==> config.mk <==
export PLATFORM = sky130hd
export DESIGN_NAME = multicycle_controller
export DESIGN_NICKNAME = d
export VERILOG_FILES = /design/src/rtl/mc_pkg.sv /design/src/rtl/mem_wait_timer.sv /design/src/rtl/multicycle_controller.sv
export SDC_FILE = /design/constraint.sdc
export NUM_CORES = 1
export LEC_CHECK = 0
export ABC_AREA = 1
export BUFFER_PORTS_ARGS = -buffer_cell sky130_fd_sc_hd__buf_2
export CAP_MARGIN = 20
export CORE_MARGIN = 5
export CORE_UTILIZATION = 51
export DETAILED_ROUTE_END_ITERATION = 8
export PLACE_DENSITY = 0.84
export REMOVE_ABC_BUFFERS = 1
export SKIP_LAST_GASP = 1
export SLEW_MARGIN = 40
export SYNTH_ARGS = -nofsm -noshare
export SYNTH_HDL_FRONTEND = slang
export SYNTH_SLANG_ARGS = --single-unit
==> constraint.sdc <==
create_clock -name clk -period 4.1 [get_ports clk]
set_input_delay 0.82 -clock clk [delete_from_list [all_inputs] [get_ports clk]]
set_output_delay 0.82 -clock clk [all_outputs]
set_load 0.03 [all_outputs]
==> src/rtl/mc_pkg.sv <==
// rtl/mc_pkg.sv - shared types and select codes for the multicycle RV32 control FSM
package mc_pkg;

  typedef enum logic [3:0] {
    S_IDLE   = 4'd0,
    S_FETCH  = 4'd1,
    S_DECODE = 4'd2,
    S_MEMADR = 4'd3,
    S_MEMRD  = 4'd4,
    S_MEMWB  = 4'd5,
    S_MEMWR  = 4'd6,
    S_EXECR  = 4'd7,
    S_ALUWB  = 4'd8,
    S_BEQ    = 4'd9,
    S_FAULT  = 4'd10
  } state_e;

  localparam logic [6:0] OP_LW  = 7'b0000011;
  localparam logic [6:0] OP_SW  = 7'b0100011;
  localparam logic [6:0] OP_R   = 7'b0110011;
  localparam logic [6:0] OP_BEQ = 7'b1100011;

  localparam logic [1:0] ALUOP_ADD   = 2'b00;
  localparam logic [1:0] ALUOP_SUB   = 2'b01;
  localparam logic [1:0] ALUOP_FUNCT = 2'b10;

  localparam logic [1:0] RES_ALUOUT    = 2'b00;
  localparam logic [1:0] RES_DATA      = 2'b01;
  localparam logic [1:0] RES_ALURESULT = 2'b10;

  localparam logic [1:0] SRCA_PC    = 2'b00;
  localparam logic [1:0] SRCA_OLDPC = 2'b01;
  localparam logic [1:0] SRCA_RS1   = 2'b10;

  localparam logic [1:0] SRCB_RS2  = 2'b00;
  localparam logic [1:0] SRCB_IMM  = 2'b01;
  localparam logic [1:0] SRCB_FOUR = 2'b10;

  localparam logic [1:0] IMM_I = 2'b00;
  localparam logic [1:0] IMM_S = 2'b01;
  localparam logic [1:0] IMM_B = 2'b10;

  // States that wait on the shared memory and are guarded by the bus timer.
  function automatic logic is_wait_state(input state_e s);
    return (s == S_FETCH) || (s == S_MEMRD) || (s == S_MEMWR);
  endfunction

endpackage

==> src/rtl/mem_wait_timer.sv <==
// rtl/mem_wait_timer.sv - counts memory wait cycles and flags the last allowed one
module mem_wait_timer #(
  parameter int BUS_TIMEOUT = 16
) (
  input  logic clk,
  input  logic rst_n,
  input  logic clear_i,
  input  logic count_i,
  output logic expired_o
);

  localparam int CW = (BUS_TIMEOUT > 1) ? $clog2(BUS_TIMEOUT) : 1;
  localparam logic [CW-1:0] LAST = CW'(BUS_TIMEOUT - 1);

  logic [CW-1:0] cnt_q, cnt_d;

  always_comb begin
    cnt_d = cnt_q;
    if (clear_i) begin
      cnt_d = '0;
    end else if (count_i) begin
      cnt_d = cnt_q + 1'b1;
    end
  end

  always_ff @(posedge clk or negedge rst_n) begin
    if (!rst_n) begin
      cnt_q <= '0;
    end else begin
      cnt_q <= cnt_d;
    end
  end

  assign expired_o = (cnt_q == LAST);

endmodule

==> src/rtl/multicycle_controller.sv <==
// rtl/multicycle_controller.sv - main control FSM for the multicycle RV32 datapath
module multicycle_controller
  import mc_pkg::*;
#(
  parameter int BUS_TIMEOUT = 16
) (
  input  logic       clk,
  input  logic       rst_n,
  input  logic [6:0] Opcode,
  input  logic       Zero,
  input  logic       MemReady,
  output logic       PCWrite,
  output logic       AdrSrc,
  output logic       MemRead,
  output logic       MemWrite,
  output logic       IRWrite,
  output logic       RegWrite,
  output logic [1:0] ResultSrc,
  output logic [1:0] ALUSrcA,
  output logic [1:0] ALUSrcB,
  output logic [1:0] ALUOp,
  output logic [1:0] ImmSrc,
  output logic       Fault,
  output logic [3:0] State
);

  state_e state_q, state_d;
  logic   wait_st, expired;

  assign wait_st = is_wait_state(state_q);

  mem_wait_timer #(.BUS_TIMEOUT(BUS_TIMEOUT)) u_timer (
    .clk      (clk),
    .rst_n    (rst_n),
    .clear_i  (state_d != state_q),
    .count_i  (wait_st && !MemReady),
    .expired_o(expired)
  );

  always_comb begin
    state_d   = state_q;
    PCWrite   = 1'b0;
    AdrSrc    = 1'b0;
    MemRead   = 1'b0;
    MemWrite  = 1'b0;
    IRWrite   = 1'b0;
    RegWrite  = 1'b0;
    ResultSrc = RES_ALUOUT;
    ALUSrcA   = SRCA_PC;
    ALUSrcB   = SRCB_RS2;
    ALUOp     = ALUOP_ADD;
    ImmSrc    = IMM_I;
    Fault     = 1'b0;
    unique case (state_q)
      S_IDLE: state_d = S_FETCH;
      S_FETCH: begin
        MemRead   = 1'b1;
        ALUSrcB   = SRCB_FOUR;
        ResultSrc = RES_ALURESULT;
        IRWrite   = MemReady;
        PCWrite   = MemReady;
        if (MemReady) state_d = S_DECODE;
      end
      S_DECODE: begin
        // ALUOut captures OldPC + imm so BEQ can load the branch target.
        ALUSrcA = SRCA_OLDPC;
        ALUSrcB = SRCB_IMM;
        ImmSrc  = (Opcode == OP_SW)  ? IMM_S :
                  (Opcode == OP_BEQ) ? IMM_B : IMM_I;
        case (Opcode)
          OP_LW, OP_SW: state_d = S_MEMADR;
          OP_R:         state_d = S_EXECR;
          OP_BEQ:       state_d = S_BEQ;
          default:      state_d = S_FAULT;
        endcase
      end
      S_MEMADR: begin
        ALUSrcA = SRCA_RS1;
        ALUSrcB = SRCB_IMM;
        ImmSrc  = (Opcode == OP_SW) ? IMM_S : IMM_I;
        state_d = (Opcode == OP_SW) ? S_MEMWR : S_MEMRD;
      end
      S_MEMRD: begin
        AdrSrc  = 1'b1;
        MemRead = 1'b1;
        if (MemReady) state_d = S_MEMWB;
      end
      S_MEMWB: begin
        ResultSrc = RES_DATA;
        RegWrite  = 1'b1;
        state_d   = S_FETCH;
      end
      S_MEMWR: begin
        AdrSrc   = 1'b1;
        MemWrite = 1'b1;
        if (MemReady) state_d = S_FETCH;
      end
      S_EXECR: begin
        ALUSrcA = SRCA_RS1;
        ALUSrcB = SRCB_RS2;
        ALUOp   = ALUOP_FUNCT;
        state_d = S_ALUWB;
      end
      S_ALUWB: begin
        RegWrite = 1'b1;
        state_d  = S_FETCH;
      end
      S_BEQ: begin
        ALUSrcA = SRCA_RS1;
        ALUSrcB = SRCB_RS2;
        ALUOp   = ALUOP_SUB;
        PCWrite = Zero;
        state_d = S_FETCH;
      end
      S_FAULT: Fault = 1'b1;
      default: state_d = S_FAULT;
    endcase
    // A completing access in the last allowed wait cycle still wins.
    if (wait_st && !MemReady && expired) state_d = S_FAULT;
  end

  always_ff @(posedge clk or negedge rst_n) begin
    if (!rst_n) begin
      state_q <= S_IDLE;
    end else begin
      state_q <= state_d;
    end
  end

  assign State = state_q;

endmodule

# == Yosys cells after proc, flatten, opt, wreduce, memory -nomap -nowiden ==
# Cells that the tools add are included.
# totals
in_bits,11
word_cells,57
regBits,8
# op_classes
n_eq_ne,16
n_mux,24
n_addsub,1
reduce_logical,14
# op_table
op,n
case mux 4 bit (8 select lines),1
two-way mux 4 bit,6
case mux 2 bit (2 select lines),5
"== test 4 x 3 -> 1 bit, second input constant",4
"== test 4 bit, second input constant",4
"== test 7 x 6 -> 1 bit, second input constant",2
case mux 4 bit (3 select lines),1
OR reduction 2 bit,5
"== test 4 x 2 -> 1 bit, second input constant",2
"== test 7 x 2 -> 1 bit, second input constant",1
"== test 7 bit, second input constant",1
two-way mux 1 bit,7
two-way mux 2 bit,3
"adder 4 x 1 -> 4 bit, second input constant",1
"== test 4 x 1 -> 1 bit, second input constant",1
logical NOT 4 bit,1
inequality test 4 bit,1
OR reduction 4 bit,1
OR reduction 3 bit,1
logical AND 1 bit,2
logical OR 1 bit,2
case mux 1 bit (2 select lines),1
nonzero test 2 bit,1
logical NOT 1 bit,1

# == Longest topological paths before layout ==
# Gate-level depths: netlist of the first run.
# logic_depth
depth_word,8
depth_mapped,12
ltp_nobuf,12

# == Cells and area by module ==
# A second synthesis of the first run with hierarchy kept.
# hier_totals
cells_unflattened,135
hier_area_um2,773.2
# by_module_without_submodules
module,seq_area_each_um2,n_inst,area_per_inst_um2,cells_per_inst
multicycle_controller,100.1,1,561.8,109
mem_wait_timer,100.1,1,211.5,26

# == Least setup slack after synthesis of the first run ==
# OpenSTA, ideal clock, no wires.
# synth_path
path_kind,input port to output port
start,input port Opcode[4]
end,output port ImmSrc[0]
t_arrival_ps,1978
setup_slack_ps,1302
path_stages,3
path_buffers,0
required_ps,3280
path_cell_list,inv_1 -> nand2_1 -> nor4_1
# synth_between
elab_chain_cells,3
elab_cells_between_ends,4
# synth_lines
element,line_no,text
from (decl),multicycle_controller.sv:9,"input logic [6:0] Opcode,"
== test 7 x 6 -> 1 bit *,"multicycle_controller.sv:68, multicycle_controller.sv:80",
two-way mux 1 bit / two-way mux 2 bit (equally long branches),"multicycle_controller.sv:80, multicycle_controller.sv:68",
case mux 2 bit (2 select lines) *,multicycle_controller.sv:54,unique case (state_q)
to (decl),multicycle_controller.sv:22,"output logic [1:0] ImmSrc,"
# Mark *: on every way between the ends. The rest lies on a longest branch, timed or not.

# == Worst setup path after layout of the first run ==
# layout_path
start,input port Opcode[4]
end,output port ImmSrc[1]
# layout_between
elab_chain_cells,4
elab_cells_between_ends,5
# layout_lines
element,line_no,text
== test 7 bit,multicycle_controller.sv:69,(Opcode == OP_BEQ) ? IMM_B : IMM_I;
two-way mux 2 bit,multicycle_controller.sv:69,
two-way mux 2 bit *,multicycle_controller.sv:68,ImmSrc = (Opcode == OP_SW) ? IMM_S :
case mux 2 bit (2 select lines) *,multicycle_controller.sv:54,
# Marks and branches as above.

==> metrics, run 1 <==
status finished clean; Synth cell types 20; r2r startpoint State[3]$_DFF_PN0_; IO Count 32; fin. max-slew vios 0; WP data required approximately 3.3 ns; # setup viols final 0; largest net degree at the start of global routing 9; clock power share slightly below 8%; Worst setup EP type primary output; Flop pwr share 17.3%; Startpoint Class input port; maximum vdd drop between 400 and 500 µV; Hold WC Path Type in -> async; die area approximately 2500 µm²; skew final between 0.004 and 0.005 ns; most common cell after layout, fill and taps aside nand2_1; first-pass GRT wire length 3480 µm; DRT iter0 DRCs 19; R2R depth 9; Comb pwr share ~75%; Inserted Diodes 0; clock buffer depth 2; top cells by area in the synthesized netlist dfrtp_1, nand2_1, inv_1; Clock Tree Root clkbuf_4; Post-CTS Repair Setup Buffers 0; Vias/cell 5.03; std cell rows 14; Post-CTS Resized 0; post-route ant nets 0; CTS tree built; Synth Instances ~140; clk slew on worst S/H paths 0.05 ns; Die Y ~50 µm; top-area cell type share of the netlist area 24.5%; flops & latches, synth 8; vias in the first global route ~840; clk_lat worst skew between 0.2 and 0.3 ns; RSZ-0062 raised after global routing false; slew at the pin closest to its max-slew limit roughly 0.32 ns; Tmin final approximately 2.4 ns; # nets final around 190; # port buffers 31; overflow left after global routing 0; fmax 0.409 GHz; H-tree level count 1; routed vias 961; Cell Area, Synth between 800 and 900 µm²; GP Congestion about 0.87; max-cap violations 0; share of cells above drive strength 1 between 30% and 40%; P_int 291 µW; worst-path cell chain buf_2 -> inv_1 -> nand2_1 -> nor4_1 -> buf_2; Final HPWL DP between 1500 and 2000 µm; gr usage total 16.7%; critical-path maximum fanout 5; TritonCTS Buffers 3; final wirelength 1970 µm; Final Instance Count excl. Fillers between 150 and 200; Avg WL per Cell 10.3 µm; # clock sinks 8; initial antenna violation count 0; WS Path Type in -> out; detailed-route DRC error count 0; CP peak stage delay approximately 0.27 ns; Sw Ratio 62.0%; CP arrival between 1.5 and 2 ns; largest area contributor in the netlist dfrtp_1; most frequent cells in the layout nand2_1, buf_2, inv_1; CTS Hold Buffers Added 0; register-to-register setup slack between 2 and 2.5 ns; final hold vios 0; reg2reg end u_timer.cnt_q[1]$_DFFE_PN0P_; Leakage ~0.00069 µW; Initial Util between 50% and 60%; max_slew headroom 78.7%; Synth warnings 0; CORE AREA between 1500 and 2000 µm²; Syn-to-layout area delta 23.3%; CP most frequent cell buf_2; Cells after DPL roughly 190; Cell Pwr Density ~760 nW/µm²; width of the die 50.0 µm; Crit-path slowest cell nor4_1; setup TNS 0 ns; Net Sw Power 474 µW; final period utilization 59.7%; Post-Syn Area per Cell approximately 5.8 µm²; Seq/Total Area, Yosys 24.5%; First-pass DRT Iterations 4
through the flow:
stage               cell area (µm²)  hold slack (ns)  total power, µW  utilization, %  setup WS [ns]
floorplan                       810            0.524              568               -           1.30
global placement                985            0.587              696            65.4           1.71
detailed placement              985            0.566              709            65.4           1.65
CTS                            1010            0.394              772            66.9           1.65
global route                   1010            0.403              838            66.9           1.50
finish                         1010            0.392              766            66.9           1.65
kinds of logic after synthesis:
group	Yosys count	synth area share [%]
simple gates	100	56.2
buf+inv	28	13.3
flops	8	24.5
xor+xnor	3	3.22
compound gates	2	1.23
fa+ha+maj	1	1.53
worst max-delay path, delay by kind of cell:
family | cells | cell delay, ns
buffers and inverters | 3 | 0.42
and+or+nand+nor | 2 | 0.39
worst max path at each step:
stage                          from         to  slack [ns]  depth (start not counted)
final                     Opcode[4]  ImmSrc[1]        1.65                          5
after global routing      Opcode[4]  ImmSrc[1]        1.50                          5
after CTS                 Opcode[4]  ImmSrc[1]        1.65                          5
after detailed placement  Opcode[4]  ImmSrc[1]        1.65                          5
after global placement    Opcode[4]  ImmSrc[0]        1.71                          5
after floorplan           Opcode[4]  ImmSrc[0]        1.30                          3
final cells by class:
| type | count | area (µm²) |
|---|---|---|
| Tap cell | 16 | 20.0 |
| Timing Repair Buffer | 31 | 155 |
| Sequential cell | 8 | 200 |
| Multi-Input combinational cell | 106 | 508 |
| Clock buffer | 3 | 22.5 |
| Fill cell | 143 | 499 |
| Inverter | 27 | 101 |
per-layer routing:
metal | wire [µm] | global-route usage (%)
met5 | 0 | 0
met4 | 19 | 5.24
met3 | 124 | 1.81
met2 | 892 | 26.6
met1 | 935 | 23.3
power groups by stage:
stage / combinational [µW] / sequential [µW] / clock, µW
floorplan: 407 / 162 / 0
global placement: 563 / 133 / 0
detailed placement: 576 / 133 / 0
CTS: 578 / 132 / 62.3
global route: 634 / 138 / 66.5
finish: 573 / 133 / 59.6
flip-flops by register name (all words and copies together), names as in the netlist:
| register | flops |
|---|---|
| State | 4 |
| u_timer.cnt_q | 4 |
cells in the mapped netlist, drive strengths merged:
cell type  instances
nor4               2
nand2             58
inv               27
nor3               5
nand3             10
o21ai              2
nand4              2
ha                 1
dfrtp              8
buf                1
xnor2              1
and3               1
nor2              22
xor2               2
(Power assumes the default switching activity.)
==> run 2, diff against run 1 <==
--- a/config.mk
+++ b/config.mk
@@ -9,9 +9,9 @@
 export BUFFER_PORTS_ARGS = -buffer_cell sky130_fd_sc_hd__buf_2
 export CAP_MARGIN = 20
 export CORE_MARGIN = 5
-export CORE_UTILIZATION = 51
+export CORE_UTILIZATION = 43
 export DETAILED_ROUTE_END_ITERATION = 8
-export PLACE_DENSITY = 0.84
+export PLACE_DENSITY = 0.76
 export REMOVE_ABC_BUFFERS = 1
 export SKIP_LAST_GASP = 1
 export SLEW_MARGIN = 40
==> constraint.sdc (replaced) <==
create_clock -name clk -period 2 [get_ports clk]
set_input_delay 0.4 -clock clk [delete_from_list [all_inputs] [get_ports clk]]
set_output_delay 0.4 -clock clk [all_outputs]
set_load 0.03 [all_outputs]
==> run 2 against run 1 <==
Effect of this change:
- clock-buffer cell count did not move
- first-iteration DRC count is 37% lower
- non-clock buffer count grew 1
- worst hold slack gained 0.11 ns
- total power grew 110%
- sequential share of layout area decreased by 0.45 points
- core utilization down 8.1 points
- wire length down 0.91%
- final area rose by 3.0%
- clock power rose by 110%
- register-to-register slack got worse by 2.1 ns
- largest power group unchanged
==> metrics, run 2 (synthesized netlist as in run 1, its figures left out) <==
critical-path maximum fanout 6 (was 5); # setup viols final 0 (unchanged); Clock Tree Root clkbuf_4 (unchanged); final hold vios 0 (unchanged); Avg WL per Cell 9.72 µm (was 10.3 µm); width of the die 53.6 µm (was 50.0 µm); Cell Pwr Density 1520 nW/µm² (was 760 nW/µm²); Tmin final 1.87 ns; Syn-to-layout area delta 27.0% (was 23.3%); clk slew on worst S/H paths 0.06 ns (was 0.05 ns); slew at the pin closest to its max-slew limit 0.247 ns (was 0.319 ns); R2R depth 10 (was 9); Startpoint Class register (was input port); maximum vdd drop 1050 µV (was 475 µV); std cell rows 15 (was 14); clk_lat worst skew 0.26 ns (was 0.25 ns); final wirelength 1950 µm (was 1970 µm); Cells after DPL 197 (was 188); First-pass DRT Iterations 7 (was 4); IO Count 32 (unchanged); max_slew headroom 83.5% (was 78.7%); WS Path Type reg -> out (was in -> out); Inserted Diodes 0 (unchanged); pre-CTS setup slack 0.313 ns (was 1.65 ns); reg2reg end u_timer.cnt_q[0]$_DFFE_PN0P_ (was u_timer.cnt_q[1]$_DFFE_PN0P_); Hold WC Path Type in -> async (unchanged); CORE AREA 1760 µm² (was 1510 µm²); initial antenna violation count 0 (unchanged); CP arrival 1.47 ns (was 1.63 ns); Vias/cell 4.73 (was 5.03); Critical path origin State[2]$_DFF_PN0_ (was Opcode[4]); share of cells above drive strength 1 31.8% (was 30.9%); status finished clean (unchanged); gr usage total 15.7% (was 16.7%); # port buffers 31 (unchanged); Worst setup EP type primary output (unchanged); TritonCTS Buffers 3 (unchanged); Final Instance Count excl. Fillers 201 (was 191); max-cap violations 0 (unchanged); fmax around 0.53 GHz; detailed-route DRC error count 0 (unchanged); fin. max-slew vios 0 (unchanged); final period utilization between 90% and 100%; Filler cells 189 (was 143); vias in the first global route 845 (was 844); RSZ-0062 raised after global routing false (unchanged); most frequent cells in the layout nand2_1, buf_2, inv_1 (unchanged); Die Y 53.6 µm (was 50.0 µm); post-route ant nets 0 (unchanged); CTS tree built (unchanged); Leakage 0.000692 µW (was 0.000688 µW); most common cell after layout, fill and taps aside nand2_1 (unchanged); register-to-register setup slack 0.30 ns (was 2.39 ns); Crit-path slowest cell dfrtp_1 (was nor4_1); CP peak stage delay 0.46 ns (was 0.27 ns); H-tree level count 1 (unchanged); die area 2870 µm² (was 2500 µm²); first-pass GRT wire length 3410 µm (was 3480 µm); Worst setup endpoint ImmSrc[0] (was ImmSrc[1]); Initial Util 46.3% (was 54.2%); skew final 0.00576 ns (was 0.00418 ns); routed vias 951 (was 961); # clock sinks 8 (unchanged); WP data required 1.60 ns (was 3.28 ns); overflow left after global routing 0 (unchanged); clock buffer depth 2 (unchanged); largest net degree at the start of global routing 9 (unchanged); GP Congestion 0.867 (was 0.870); Post-CTS Repair Setup Buffers 0 (unchanged); r2r startpoint State[2]$_DFF_PN0_ (was State[3]$_DFF_PN0_); DRT iter0 DRCs 12 (was 19); worst-path cell chain nor2_4 -> nand2_1 -> nor4_1 -> buf_2 (was buf_2 -> inv_1 -> nand2_1 -> nor4_1 -> buf_2); Final HPWL DP 1690 µm (was 1680 µm); # nets final 190 (was 189); final setup margin 0.128 ns (was 1.65 ns)
-- run 2: cell types whose count changed in the layout (fill, tap and decap cells not counted) --
cell           previous run  this run
dfrtp_1                   8         7
dfrtp_2                   0         1
dlygate4sd3_1             0         1
nor2_1                   18        17
nor2_4                    0         1
-- run 2: worst min path at each step --
stage               startpoint                            to
CTS                      rst_n  u_timer.cnt_q[2]$_DFFE_PN0P_
finish                   rst_n  u_timer.cnt_q[2]$_DFFE_PN0P_
global placement         rst_n  u_timer.cnt_q[1]$_DFFE_PN0P_
floorplan                rst_n            State[0]$_DFF_PN0_
global route             rst_n            State[0]$_DFF_PN0_
detailed placement       rst_n  u_timer.cnt_q[1]$_DFFE_PN0P_
-- run 2: per-stage QoR --
step / power, µW / TNS (ns) / hold WS [ns] / area (µm²) / utilization, %
6_report: 1580 / 0 / 0.503 / 1040 / 58.8
5_1_grt: 1740 / 0 / 0.527 / 1040 / 58.8
4_1_cts: 1580 / 0 / 0.507 / 1030 / 58.3
3_5_place_dp: 1450 / 0 / 0.245 / 996 / 56.5
3_3_place_gp: 1430 / 0 / 0.246 / 996 / 56.5
2_1_floorplan: 1170 / -0.746 / 0.104 / 810 / -
-- run 2: per-layer routing --
layer / global-route usage (%) / wire length, µm
met1: 20.2 / 932
met2: 26.9 / 893
met3: 1.94 / 109
met4: 5.11 / 18
met5: 0 / 0
-- run 2: layout make-up --
type | count | area [µm²] | area share, %
Multi-Input combinational cell | 106 | 515 | 49.7
Sequential cell | 8 | 201 | 19.4
Timing Repair Buffer | 32 | 165 | 15.9
Inverter | 27 | 101 | 9.77
Tap cell | 25 | 31.3 | 3.02
Clock buffer | 3 | 22.5 | 2.17
-- run 2: where the power goes --
| group | switching [µW] | total [µW] | internal (µW) | leakage (µW) |
|---|---|---|---|---|
| Clock | 55.4 | 124 | 68.7 | 0.0000138 |
| Combinational | 843 | 1180 | 333 | 0.000573 |
| Sequential | 77.0 | 281 | 204 | 0.000105 |
-- run 2: critical path, delay by kind of cell, from the launching register on --
| kind | cells | cell delay (ns) |
|---|---|---|
| AND/OR/NAND/NOR | 3 | 0.53 |
| flip-flops | 1 | 0.46 |
| buffers and inverters | 1 | 0.24 |
-- run 2: repair_timing --
| action | in CTS | in global routing |
|---|---|---|
| hold endpoints to repair | 8 | 0 |
| hold buffers | 1 | 0 |
| gates resized for setup | 0 | 3 |
| setup endpoints to repair | 0 | 4 |
